### config.mk
export PLATFORM = sky130hd
export DESIGN_NAME = instruction_fetch
export DESIGN_NICKNAME = d
export VERILOG_FILES = /design/src/rtl/instruction_fetch.sv
export SDC_FILE = /design/constraint.sdc
export NUM_CORES = 1
export LEC_CHECK = 0
export CAP_MARGIN = 5
export CORE_UTILIZATION = 46
export CTS_CLUSTER_SIZE = 30
export DETAILED_ROUTE_END_ITERATION = 6
export HOLD_SLACK_MARGIN = 0.08
export PLACE_DENSITY = 0.9
export SLEW_MARGIN = 0
export SYNTH_ARGS = -nofsm -noshare
export SYNTH_HDL_FRONTEND = slang
export SYNTH_SLANG_ARGS = --single-unit
### constraint.sdc
create_clock -name clk -period 3 [get_ports clk]
set_input_delay 0.6 -clock clk [delete_from_list [all_inputs] [get_ports clk]]
set_output_delay 0.6 -clock clk [all_outputs]
set_load 0.01 [all_outputs]
### src/rtl/instruction_fetch.sv
// Fetch stage: holds the PC, drives instruction memory, and captures the returned word into IF/ID.
// It handles stall, redirect and bubbles, and latches a sticky fault on a misaligned or out-of-range fetch.
module instruction_fetch #(
    parameter logic [31:0] RESET_PC  = 32'h0000_0000,
    parameter int          MEM_WORDS = 1024
) (
    input  logic        clk,
    input  logic        rst_n,
    output logic [31:0] imem_addr,
    input  logic [31:0] imem_instr,
    input  logic        stall,
    input  logic        redirect,
    input  logic [31:0] redirect_pc,
    output logic        if_id_valid,
    output logic [31:0] if_id_instr,
    output logic [31:0] if_id_pc,
    output logic [31:0] if_id_pc_plus4,
    output logic [31:0] fetch_count,
    output logic        fetch_fault
);

    localparam logic [31:0] LAST_PC = 32'(4 * MEM_WORDS - 4);

    typedef enum logic {
        RUN   = 1'b0,
        FAULT = 1'b1
    } state_t;

    state_t      state_q, state_d;
    logic [31:0] pc_q, pc_d;
    logic        valid_q, valid_d;
    logic [31:0] instr_q, instr_d;
    logic [31:0] id_pc_q, id_pc_d;
    logic [31:0] id_pc4_q, id_pc4_d;
    logic [31:0] count_q, count_d;
    logic        fault_q, fault_d;

    always_comb begin
        state_d  = state_q;
        pc_d     = pc_q;
        valid_d  = valid_q;
        instr_d  = instr_q;
        id_pc_d  = id_pc_q;
        id_pc4_d = id_pc4_q;
        count_d  = count_q;
        fault_d  = fault_q;

        case (state_q)
            RUN: begin
                if (redirect) begin
                    // The redirect squashes whatever is being fetched this cycle.
                    valid_d = 1'b0;
                    instr_d = 32'h0;
                    if ((redirect_pc[1:0] != 2'b00) || (redirect_pc > LAST_PC)) begin
                        state_d = FAULT;
                        fault_d = 1'b1;
                    end else begin
                        pc_d = redirect_pc;
                    end
                end else if (!stall) begin
                    valid_d  = 1'b1;
                    instr_d  = imem_instr;
                    id_pc_d  = pc_q;
                    id_pc4_d = pc_q + 32'd4;
                    count_d  = count_q + 32'd1;
                    // The last word is still delivered; only the advance past it faults.
                    if (pc_q == LAST_PC) begin
                        state_d = FAULT;
                        fault_d = 1'b1;
                    end else begin
                        pc_d = pc_q + 32'd4;
                    end
                end
            end
            FAULT: begin
                valid_d = 1'b0;
                instr_d = 32'h0;
            end
            default: state_d = FAULT;
        endcase
    end

    always_ff @(posedge clk) begin
        if (!rst_n) begin
            state_q  <= RUN;
            pc_q     <= RESET_PC;
            valid_q  <= 1'b0;
            instr_q  <= 32'h0;
            id_pc_q  <= 32'h0;
            id_pc4_q <= 32'h0;
            count_q  <= 32'h0;
            fault_q  <= 1'b0;
        end else begin
            state_q  <= state_d;
            pc_q     <= pc_d;
            valid_q  <= valid_d;
            instr_q  <= instr_d;
            id_pc_q  <= id_pc_d;
            id_pc4_q <= id_pc4_d;
            count_q  <= count_d;
            fault_q  <= fault_d;
        end
    end

    assign imem_addr      = pc_q;
    assign if_id_valid    = valid_q;
    assign if_id_instr    = instr_q;
    assign if_id_pc       = id_pc_q;
    assign if_id_pc_plus4 = id_pc4_q;
    assign fetch_count    = count_q;
    assign fetch_fault    = fault_q;

endmodule
==> flow_metrics.env, run 1 <==
export IMPL_status="finished with violations"
export IMPL_violations="DRC"
export IMPL_whs_ps=454.9
export IMPL_drt_pass1_iterations=7
export IMPL_fin_nets=1075
export IMPL_max_stage_delay_ps=510
export IMPL_num_vias=6876
export IMPL_ir_worst_vdd_mv=0.4378
export IMPL_die_width_um=123.5
export IMPL_crit_fanout=10
export IMPL_grt_pass1_wl_um=31760
export IMPL_ctsResizeCount=0
export IMPL_ctsHoldBuffers=0
export IMPL_synthToLayoutAreaGrowth_pct=45.72
export IMPL_post_place_cells=1170
export IMPL_crit_required_ps=3310
export IMPL_synth_top_area_cell="dfxtp_1"
export IMPL_critPathBufInv=2
export IMPL_clock_latency_ps=430
export IMPL_synth_edff_count=0
export IMPL_finalClockSkew_ps=8.886
export IMPL_rsz0062_at_grt="false"
export IMPL_ys_seq_area_share_pct=47.47
export IMPL_drv_slew=0
export IMPL_rows=44
export IMPL_numPortBuffers=229
export IMPL_leakagePower_nw=3.398
export IMPL_tightest_slew_ps=627.1
export IMPL_antenna_found_initial=0
export IMPL_die_height_um=123.5
export IMPL_crit_chain="clkdlybuf4s50_1 -> or4_1 -> nor2_1 -> buf_4 -> a21o_1 -> a31oi_2 -> a221o_1"
export IMPL_grt_pass1_vias=6302
export IMPL_synth_top_area_share_pct=47.47
export IMPL_ys_flop_type="dfxtp_1"
export IMPL_slew_headroom_pct=58.06
export IMPL_clockBufferDepth=2
export IMPL_worstSetupEndpointType="flop"
export IMPL_via_per_inst=5.720
export IMPL_cts_buffers=17
export IMPL_n_antenna_cell=0
export IMPL_crit_type="in -> reg"
export IMPL_routed_wl_um=20080
export IMPL_drive_above_1_share_pct=7.367
export IMPL_fmax_mhz=385.8
export IMPL_synthCells=795
export IMPL_path_delay_family="compound AO/OA/AOI/OAI gates"
export IMPL_arrival_ps=2900
export IMPL_async_reset_ff_share_pct=0
export IMPL_h_tree_depth=4
export IMPL_maxCapViolCount=0
export IMPL_post_cts_buffers=0
export IMPL_cts_clk_slew_worst_paths_ps=60
export IMPL_p_per_area_nw_per_um2=504.0
export IMPL_yosys_top_cells_area="dfxtp_1 47%, nand2_1 5.1%, nor2_1 5.0%"
export IMPL_gr_total_overflow=0
export IMPL_drc=1
export IMPL_syn_area_um2=6790
export IMPL_globalplace_congestion=0.8735
export IMPL_crit_slowest_cell="or4_1"
export IMPL_wire_per_inst_um=16.71
export IMPL_synth_seq_cells=161
export IMPL_cts_sinks=161
export IMPL_fin_setup_tns_ps=0
export IMPL_grt_max_degree=118
export IMPL_grt_util_all_layers_pct=26.66
export IMPL_coreArea_um2=14480
export IMPL_yosys_warnings=0
export IMPL_hold_path_class="reg -> reg"
export IMPL_setup_viol=0
export IMPL_fin_cells=1202
export IMPL_start_util_pct=46.90
export IMPL_dieArea_um2=15250
export IMPL_drtAntennaViolNets=0
export IMPL_start_kind="primary input"
export IMPL_cts_root_buf="clkbuf_16"
export IMPL_hold_violations=0
export IMPL_synth_distinct_cells=50
export IMPL_period_needed_ps=2592
export IMPL_fin_util_pct=68.34
export IMPL_dp_hpwl_um=13850
export IMPL_cts_tree="done"
export IMPL_post_route_period_util_pct=86.40
export IMPL_ioPinCount=230
export IMPL_avgSynthCellArea_um2=8.541
export IMPL_syn_nets=865
export IMPL_drtIter0Drc=577
## flip-flops by register name (all words and copies together) (netlist names)
name	flops
imem_addr	32
fetch_count	32
if_id_instr	32
state_q	1
if_id_valid	1
if_id_pc_plus4	30
fetch_fault	1
if_id_pc	32
## layout by cell type (no fill, tap or decap), types with 9 or more instances in the layout
cell,instances
or4_1,9
a22oi_1,32
o21ai_0,17
nor4_1,21
nand4_1,18
a21oi_1,56
dfxtp_1,161
nor2_1,90
clkdlybuf4s50_1,229
nor3_1,17
nand2_1,93
a211oi_1,21
inv_1,18
nand3_1,20
and4_1,12
clkbuf_16,17
and3_1,10
a31oi_1,9
a21o_1,11
buf_4,27
xnor2_1,36
## metrics by stage
| stage | setup slack, ps | total power [mW] | area, um^2 |
|---|---|---|---|
| after global routing | 277.9 | 5.165 | 9894 |
| after detailed placement | -5.074 | 2.787 | 9281 |
| final | 407.9 | 4.987 | 9894 |
| after CTS | 423.9 | 5.007 | 9894 |
| after floorplan | 829.2 | 2.511 | 6790 |
| after global placement | 20.17 | 2.778 | 9281 |
## power by group
group          leakage [nW]  internal (mW)  total, mW  switching (mW)
Sequential             1.31           2.19       2.25          0.0579
Clock                 0.289           1.36       2.24           0.884
Combinational          1.80          0.257      0.494           0.237
## cell usage after synthesis, types with 8 or more instances
library cell  count
a21o_1           11
a21oi_1          56
o21ai_0          17
nand3_1          20
buf_2            12
inv_1            19
nor2_1           90
or4_1             9
and4_1           12
xnor2_1          36
nor3_1           17
nand2_1          93
a211oi_1         21
and3_1           10
a31o_2            8
nor4_1           21
a22oi_1          32
clkbuf_1         47
a31oi_1           9
dfxtp_1         161
a311oi_1          8
nand4_1          18
## kinds of logic (layout without fill, tap and decap cells)
kind of cell | count (synthesis) | in the layout | share of synthesized area [%]
buffers and inverters | 86 | 309 | 5.141
AOI/OAI and AO/OA | 194 | 194 | 19.44
DFF | 161 | 161 | 47.47
adders and majority gates | 2 | 2 | 0.3685
and+or+nand+nor | 308 | 308 | 21.89
xor gates and xnor gates | 43 | 43 | 5.546
muxes | 1 | 1 | 0.1474
## final cells by class
type                    count  area (um^2)
fillers                  1140         4584
flip-flops and latches    161         3223
multi-input cells         548         3219
repair buffers            258         2535
clock buffers              20        456.7
well taps                 184        230.2
clock inverters            12        156.4
inverters                  19        73.82
## worst paths after layout
check,from,endpoint,slack [ps],cells after the start
max,redirect_pc[28],imem_addr[22],410,7
min,if_id_pc[14],if_id_pc[14],450,2
max reg2reg,imem_addr[2],imem_addr[30],440,8
min reg2reg,if_id_pc[14],if_id_pc[14],450,2
## worst reg2reg max path: stages (launching register included)
cell and delay (ps):
dfxtp_1 550, ha_1 340, nand3_1 230, nor3_1 270
buf_4 190, nand3_2 80, a31oi_2 490, buf_4 250
a21o_1 110
## routing by layer
layer / vias up / routed length (um) / track usage (%) / share of wire (%)
met1: 3283 / 8237 / 33.02 / 41
li1: 3266 / - / - / -
met3: 33 / 1548 / 7.288 / 7.7
met5: - / 0 / 0 / 0
met2: 294 / 10000 / 44.38 / 50
met4: 0 / 297 / 9.262 / 1.5
No activity file was read; power rests on OpenSTA's default activity.
==> run 2, diff against run 1 <==
Settings changed: CAP_MARGIN 5 to 20, CELL_PAD_IN_SITES_DETAIL_PLACEMENT set to 1, CELL_PAD_IN_SITES_GLOBAL_PLACEMENT set to 2, CORE_UTILIZATION 46 to 26, HOLD_SLACK_MARGIN 0.08 to 0.1, PLACE_DENSITY 0.9 to 0.89.
==> run 2 against run 1 <==
- the run now ends clean
- count of clock-buffer cells in the layout decreased by 1
- register-to-register slack improved by 70 ps
- sequential power hardly changed
- clock power fell by 4%
- non-clock buffer count increased by 7
- via count shrank 1.9%
- worst hold slack gained 1.6 ps
- largest power group unchanged
- wire length rose by 19%
- critical path depth is 2 lower
==> flow_metrics.env, run 2 (synthesis gave the netlist of run 1 again) <==
export IMPL_status="complete, no violations"
export IMPL_met1_length_um=10510
export IMPL_fin_nets=1082
export IMPL_grt_pass1_wl_um=37820
export IMPL_cts_clk_slew_worst_paths_ps=60
export IMPL_fmax_mhz=402.4
export IMPL_period_needed_ps=2485
export IMPL_tightest_slew_ps=658.4
export IMPL_placedInstanceArea_um2=9504
export IMPL_drive_above_1_share_pct=7.813
export IMPL_antenna_found_initial=0
export IMPL_routed_wl_um=23920
export IMPL_ir_worst_vdd_mv=0.2621
export IMPL_maxCapViolCount=0
export IMPL_drtIter0Drc=327
export IMPL_ioPinCount=230
export IMPL_cts_buffers=17
export IMPL_ctsHoldBuffers=0
export IMPL_drtAntennaViolNets=0
export IMPL_highest_layer="met4"
export IMPL_h_tree_depth=4
export IMPL_hold_path_class="reg -> reg"
export IMPL_hold_violations=0
export IMPL_numPortBuffers=229
export IMPL_grt_pass1_vias=6986
export IMPL_leakagePower_nw=3.404
export IMPL_n_antenna_cell=0
export IMPL_ctsResizeCount=0
export IMPL_fin_cells=1354
export IMPL_final_cell_mix="229 x clkdlybuf4s50_1, 161 x dfxtp_1, 93 x nand2_1"
export IMPL_post_place_cells=1323
export IMPL_post_cts_buffers=0
export IMPL_max_stage_delay_ps=560
export IMPL_worstSetupEndpointType="flop"
export IMPL_cts_sinks=161
export IMPL_via_per_inst=4.983
export IMPL_num_vias=6747
export IMPL_preCtsSetupSlack_ps=133.5
export IMPL_grt_util_all_layers_pct=18.01
export IMPL_cts_tree="done"
export IMPL_arrival_ps=2780
export IMPL_drv_slew=0
export IMPL_crit_chain="and3_1 -> nand4_1 -> nor3_1 -> nor2b_1 -> a221o_1"
export IMPL_critPathBufInv=0
export IMPL_wire_per_inst_um=17.66
export IMPL_final_common_cell="clkdlybuf4s50_1"
export IMPL_fin_area_um2=10070
export IMPL_crit_type="reg -> reg"
export IMPL_worstHoldStart="if_id_pc[22]"
export IMPL_rows=58
export IMPL_cts_root_buf="clkbuf_16"
export IMPL_wl_met2_um=11940
export IMPL_drc=0
export IMPL_die_height_um=163.6
export IMPL_r2r_start="imem_addr[15]"
export IMPL_start_util_pct=26.73
export IMPL_path_delay_family="simple AND/OR/NAND/NOR gates"
export IMPL_clock_latency_ps=420
export IMPL_post_route_period_util_pct=82.84
export IMPL_finalClockSkew_ps=10.60
export IMPL_dieArea_um2=26770
export IMPL_die_width_um=163.6
export IMPL_grt_max_degree=118
export IMPL_critPathLaunch="imem_addr[15]"
export IMPL_crit_required_ps=3300
export IMPL_setup_viol=0
export IMPL_drt_pass1_iterations=4
export IMPL_fillCellCount=2962
export IMPL_fin_ws_ps=514.7
export IMPL_clockBufferDepth=2
export IMPL_rsz0062_at_grt="false"
export IMPL_globalplace_congestion=0.7598
export IMPL_wl_met3_um=1169
export IMPL_slew_headroom_pct=55.95
export IMPL_synthToLayoutAreaGrowth_pct=48.33
export IMPL_crit_fanout=13
export IMPL_fin_setup_tns_ps=0
export IMPL_coreArea_um2=25400
export IMPL_start_kind="flop"
export IMPL_dp_hpwl_um=16780
export IMPL_gr_total_overflow=0
export IMPL_crit_slowest_cell="nor3_1"
export IMPL_finalPower_mw=4.912
export IMPL_p_per_area_nw_per_um2=487.7
-- run 2: metal layers --
metal | vias to the layer above | GRT usage [%]
li1 | 3274 | -
met1 | 3300 | 22.40
met2 | 157 | 30.87
met3 | 16 | 3.504
met4 | 0 | 6.061
met5 | - | 0
-- run 2: worst paths after layout --
path	end	slack, ps	cells after the start
worst max-delay path	imem_addr[26]	510	5
worst min-delay path	if_id_pc[22]	460	2
worst max register to register	imem_addr[26]	510	5
worst min register to register	if_id_pc[22]	460	2
-- run 2: metrics by stage --
| stage | utilization (%) | hold WS [ps] |
|---|---|---|
| CTS | 39.66 | 460.3 |
| global route | 39.66 | 475.3 |
| detailed placement | 37.42 | 451.1 |
| floorplan | - | 480.5 |
| finish | 39.66 | 456.6 |
| global placement | 37.42 | 442.0 |
-- run 2: area by class of cell --
cell class | instances | area (um^2) | area share (%)
Timing Repair Buffer | 265 | 2575 | 25.57
Clock buffer | 19 | 432.9 | 4.298
Clock inverter | 12 | 135.1 | 1.342
Tap cell | 330 | 412.9 | 4.099
Inverter | 19 | 73.82 | 0.7329
Multi-Input combinational cell | 548 | 3219 | 31.96
Sequential cell | 161 | 3223 | 32.00
-- run 2: power breakdown --
group / internal, mW / leakage (nW) / switching, mW
Combinational: 0.261 / 1.83 / 0.251
Sequential: 2.19 / 1.31 / 0.0550
Clock: 1.23 / 0.266 / 0.923
-- run 2: worst min-delay path: stages, from the launching register on --
cell and delay (ps):
dfxtp_1 310, nand2_1 50, a21oi_1 50
==> run 3, diff against run 2 <==
Clock period 3 ns to 2.5 ns, I/O delays scaled along.
==> run 3 against run 2 <==
- combinational power increased by 26%
- sequential share of layout area decreased by 0.63 points
- sequential cell count unchanged
- highest routed layer unchanged
- count of clock-buffer cells in the layout unchanged
- utilization increased by 0.80 points
- largest cell class is now multi-input combinational cells
- wire length increased by 1.1%
==> flow_metrics.env, run 3 (synthesis gave the netlist of run 1 again) <==
export IMPL_crit_slowest_cell="or4_1"
export IMPL_gr_total_overflow=0
export IMPL_final_common_cell="clkdlybuf4s50_1"
export IMPL_r2r_slack_ps=240
export IMPL_fmax_mhz=436.7
export IMPL_n_antenna_cell=0
export IMPL_dp_hpwl_um=17250
export IMPL_crit_chain="clkdlybuf4s50_1 -> or4_1 -> nor2_1 -> a21o_1 -> buf_4 -> a41oi_1 -> a311oi_1"
export IMPL_rsz0062_at_grt="false"
export IMPL_post_cts_buffers=0
export IMPL_max_stage_delay_ps=510
export IMPL_min_path_cells=2
export IMPL_clockBufferDepth=2
export IMPL_drt_pass1_iterations=4
export IMPL_crit_type="in -> reg"
export IMPL_die_width_um=163.6
export IMPL_worstSetupEndpointType="flop"
export IMPL_rows=58
export IMPL_drtIter0Drc=401
export IMPL_cts_tree="done"
export IMPL_h_tree_depth=4
export IMPL_cts_clk_slew_worst_paths_ps=60
export IMPL_fin_ws_ps=209.9
export IMPL_tightest_slew_ps=577.9
export IMPL_finalClockSkew_ps=10.84
export IMPL_status="complete, no violations"
export IMPL_ctsResizeCount=0
export IMPL_crit_required_ps=2810
export IMPL_fin_nets=1104
export IMPL_preCtsSetupSlack_ps=-252.1
export IMPL_arrival_ps=2600
export IMPL_final_cell_mix="229 x clkdlybuf4s50_1, 161 x dfxtp_1, 93 x nand2_1"
export IMPL_worstSetupEndpoint="imem_addr[12]"
export IMPL_fin_util_pct=40.45
export IMPL_die_height_um=163.6
export IMPL_ioPinCount=230
export IMPL_drv_slew=0
export IMPL_routed_wl_um=24180
export IMPL_start_kind="primary input"
export IMPL_grt_util_all_layers_pct=17.89
export IMPL_slew_headroom_pct=61.33
export IMPL_setup_viol=0
export IMPL_whs_ps=455.7
export IMPL_start_util_pct=26.73
export IMPL_clock_latency_ps=430
export IMPL_globalplace_congestion=0.7856
export IMPL_p_per_area_nw_per_um2=583.6
export IMPL_grt_pass1_vias=6817
export IMPL_hold_path_class="reg -> reg"
export IMPL_fillCellCount=2958
export IMPL_post_route_period_util_pct=91.61
export IMPL_period_needed_ps=2290
export IMPL_antenna_found_initial=0
export IMPL_cts_buffers=17
export IMPL_numPortBuffers=229
export IMPL_drive_above_1_share_pct=10.04
export IMPL_cts_root_buf="clkbuf_16"
export IMPL_leakagePower_nw=3.542
export IMPL_num_vias=6858
export IMPL_r2r_start="imem_addr[3]"
export IMPL_drc=0
export IMPL_ir_worst_vdd_mv=0.3173
export IMPL_ctsHoldBuffers=0
export IMPL_r2r_end="imem_addr[20]"
export IMPL_crit_fanout=7
export IMPL_dieArea_um2=26770
export IMPL_grt_pass1_wl_um=37580
export IMPL_coreArea_um2=25400
export IMPL_wire_per_inst_um=17.57
export IMPL_hold_violations=0
export IMPL_r2r_worst_path_cells=7
export IMPL_finalPower_mw=5.996
export IMPL_cts_sinks=161
export IMPL_drtAntennaViolNets=0
export IMPL_grt_max_degree=76
export IMPL_synthToLayoutAreaGrowth_pct=51.32
export IMPL_critPathLaunch="redirect_pc[29]"
export IMPL_maxCapViolCount=0
export IMPL_via_per_inst=4.984
-- run 3: changes by cell type in the layout (fill, tap and decap cells not counted) --
cell / change
a2111oi_0: -1
a2111oi_2: +1
buf_12: +1
buf_4: +21
clkbuf_1: -2
clkbuf_8: +2
clkinv_2: +1
clkinv_4: +2
clkinvlp_4: -2
inv_6: -1
-- run 3: worst min path at each step --
| stage | start | end | slack (ps) |
|---|---|---|---|
| 4_1_cts | if_id_pc[17] | if_id_pc[17] | 460 |
| 3_3_place_gp | if_id_pc[28] | if_id_pc[28] | 440 |
| 6_report | if_id_pc[17] | if_id_pc[17] | 460 |
| 5_1_grt | if_id_pc[29] | if_id_pc[29] | 480 |
| 2_1_floorplan | if_id_pc[10] | if_id_pc[10] | 480 |
| 3_5_place_dp | if_id_pc[17] | if_id_pc[17] | 450 |
-- run 3: power by group --
| group | switching, mW | internal (mW) |
|---|---|---|
| logic | 0.316 | 0.331 |
| registers | 0.0594 | 2.63 |
| clock network | 1.13 | 1.53 |
| total | 1.51 | 4.49 |
-- run 3: layer usage --
| layer | GRT usage (%) | vias up | part of all wire (%) |
|---|---|---|---|
| li1 | - | 3322 | - |
| met1 | 22.65 | 3340 | 44 |
| met2 | 29.95 | 175 | 49 |
| met3 | 3.961 | 21 | 5.2 |
| met4 | 5.724 | 0 | 1.5 |
| met5 | 0 | - | 0 |
-- run 3: layout make-up --
| type | count | area [um^2] | share of cell area [%] |
|---|---|---|---|
| inverters | 19 | 73.82 | 0.7185 |
| flip-flops and latches | 161 | 3223 | 31.37 |
| clock buffers | 19 | 452.9 | 4.408 |
| repair buffers | 287 | 2753 | 26.79 |
| well taps | 330 | 412.9 | 4.018 |
| clock inverters | 12 | 133.9 | 1.303 |
| multi-input cells | 548 | 3226 | 31.39 |
-- run 3: stage by stage --
step	cells	area, um^2	TNS, ps
after global placement	1345	9682	-4110
after detailed placement	1345	9682	-4394
after CTS	1376	10270	0
after global routing	1376	10270	0
final	1376	10270	0
after floorplan	795	6790	0
-- run 3: worst max-delay path: cells and delay by family --
kind,cells,cell delay (ps)
buffers and inverters,2,590
AOI/OAI and AO/OA,3,760
and+or+nand+nor,2,750
==> edit: new RTL, flow settings as in run 1 <==
`instr_q` no longer has a reset.
--- a/src/rtl/instruction_fetch.sv
+++ b/src/rtl/instruction_fetch.sv
@@ -85,7 +85,6 @@
             state_q  <= RUN;
             pc_q     <= RESET_PC;
             valid_q  <= 1'b0;
-            instr_q  <= 32'h0;
             id_pc_q  <= 32'h0;
             id_pc4_q <= 32'h0;
             count_q  <= 32'h0;
@@ -94,12 +93,15 @@
             state_q  <= state_d;
             pc_q     <= pc_d;
             valid_q  <= valid_d;
-            instr_q  <= instr_d;
             id_pc_q  <= id_pc_d;
             id_pc4_q <= id_pc4_d;
             count_q  <= count_d;
             fault_q  <= fault_d;
         end
+    end
+
+    always_ff @(posedge clk) begin
+        instr_q <= instr_d;
     end
 
     assign imem_addr      = pc_q;
Behaviour: not the same (Yosys sat finds a counterexample within 4 cycles, from zero or initial values and one cycle with rst_n low).
==> edit against run 1 <==
Clock skew is 0.0011 ns higher; setup slack worse by 0.044 ns; largest cell class unchanged; global-route usage down 1.1 points; core utilization rose by 0.54 points; power is 2.0% higher; synthesized cell count shrank 2.3%; largest power group unchanged; sequential cell count did not move; cell count shrank 1.2%; synthesized area grew 4.2%; sequential power rose by 5%; first-iteration DRC count is 22% lower; final area grew 2.7%; routed wire length is 0.79% higher.
==> edit: results <==
export IMPL_slowest_stage="dfxtp_1"
export IMPL_r2r_slack_ns=0.36
export IMPL_vias_per_cell=5.588
export IMPL_synthMuxAreaShare_pct=0.7072
export IMPL_track_usage_pct=25.56
export IMPL_syn_avg_cell_area_um2=9.108
export IMPL_synth_seq_area_share_pct=50.07
export IMPL_status="complete, no violations"
export IMPL_synth_edf_count=32
export IMPL_nMultiInputCombCells=536
export IMPL_yosys_area_share_adder_pct=0.3536
export IMPL_place_area_um2=9568
export IMPL_worst_r2r_cell_count=7
export IMPL_post_place_ws_ns=0.1196
export IMPL_synthTopCellsByCount="dfxtp_1 (129), nand2_1 (115), nor2_1 (67)"
export IMPL_bufAreaShareNonClock_pct=24.72
export IMPL_synth_distinct_cells=62
export IMPL_hold_ws_ns=0.4561
export IMPL_min_from="if_id_pc[20]$_SDFFE_PN0P_"
export IMPL_multiInputGateArea_um2=3206
export IMPL_synth_xor_area_share_pct=5.693
export IMPL_clockBufferCount=22
export IMPL_path_max_fanout=8
export IMPL_leakagePower_uw=0.003534
export IMPL_vdd_drop_max_uv=391.9
export IMPL_fillers=1107
export IMPL_dp_cells=1156
export IMPL_layout_drive_gt1_share_pct=7.869
export IMPL_clk_share_pct=5.848
export IMPL_inverters=20
-- edit: per-layer routing --
metal	part of all wire, %	routed length, um
met5	0	0
met3	6.2	1245
met2	49	9936
met4	3.2	653
met1	42	8406
-- edit: cells by family (layout without fill, tap and decap cells) --
group                    count (synthesis)  count (layout)
AND/OR/NAND/NOR                        329             329
multiplexers                             5               5
AO/OA/AOI/OAI                          154             154
XOR/XNOR                                46              46
flip-flops                             161             161
adder cells (fa/ha/maj)                  2               2
buffers and inverters                   80             307
-- edit: worst register-to-register path: cells and delay by family (launching register included) --
kind / cells / cell delay (ns)
AOI/OAI and AO/OA: 1 / 0.23
buffers and inverters: 1 / 0.21
adders and majority gates: 1 / 0.32
and+or+nand+nor: 4 / 1.33
DFF: 1 / 0.51
-- edit: power by group --
group,internal (uW),switching [uW],total [uW]
clock,1270,893,2160
combinational,309,263,572
sequential,2300,63.2,2360
total,3870,1220,5090
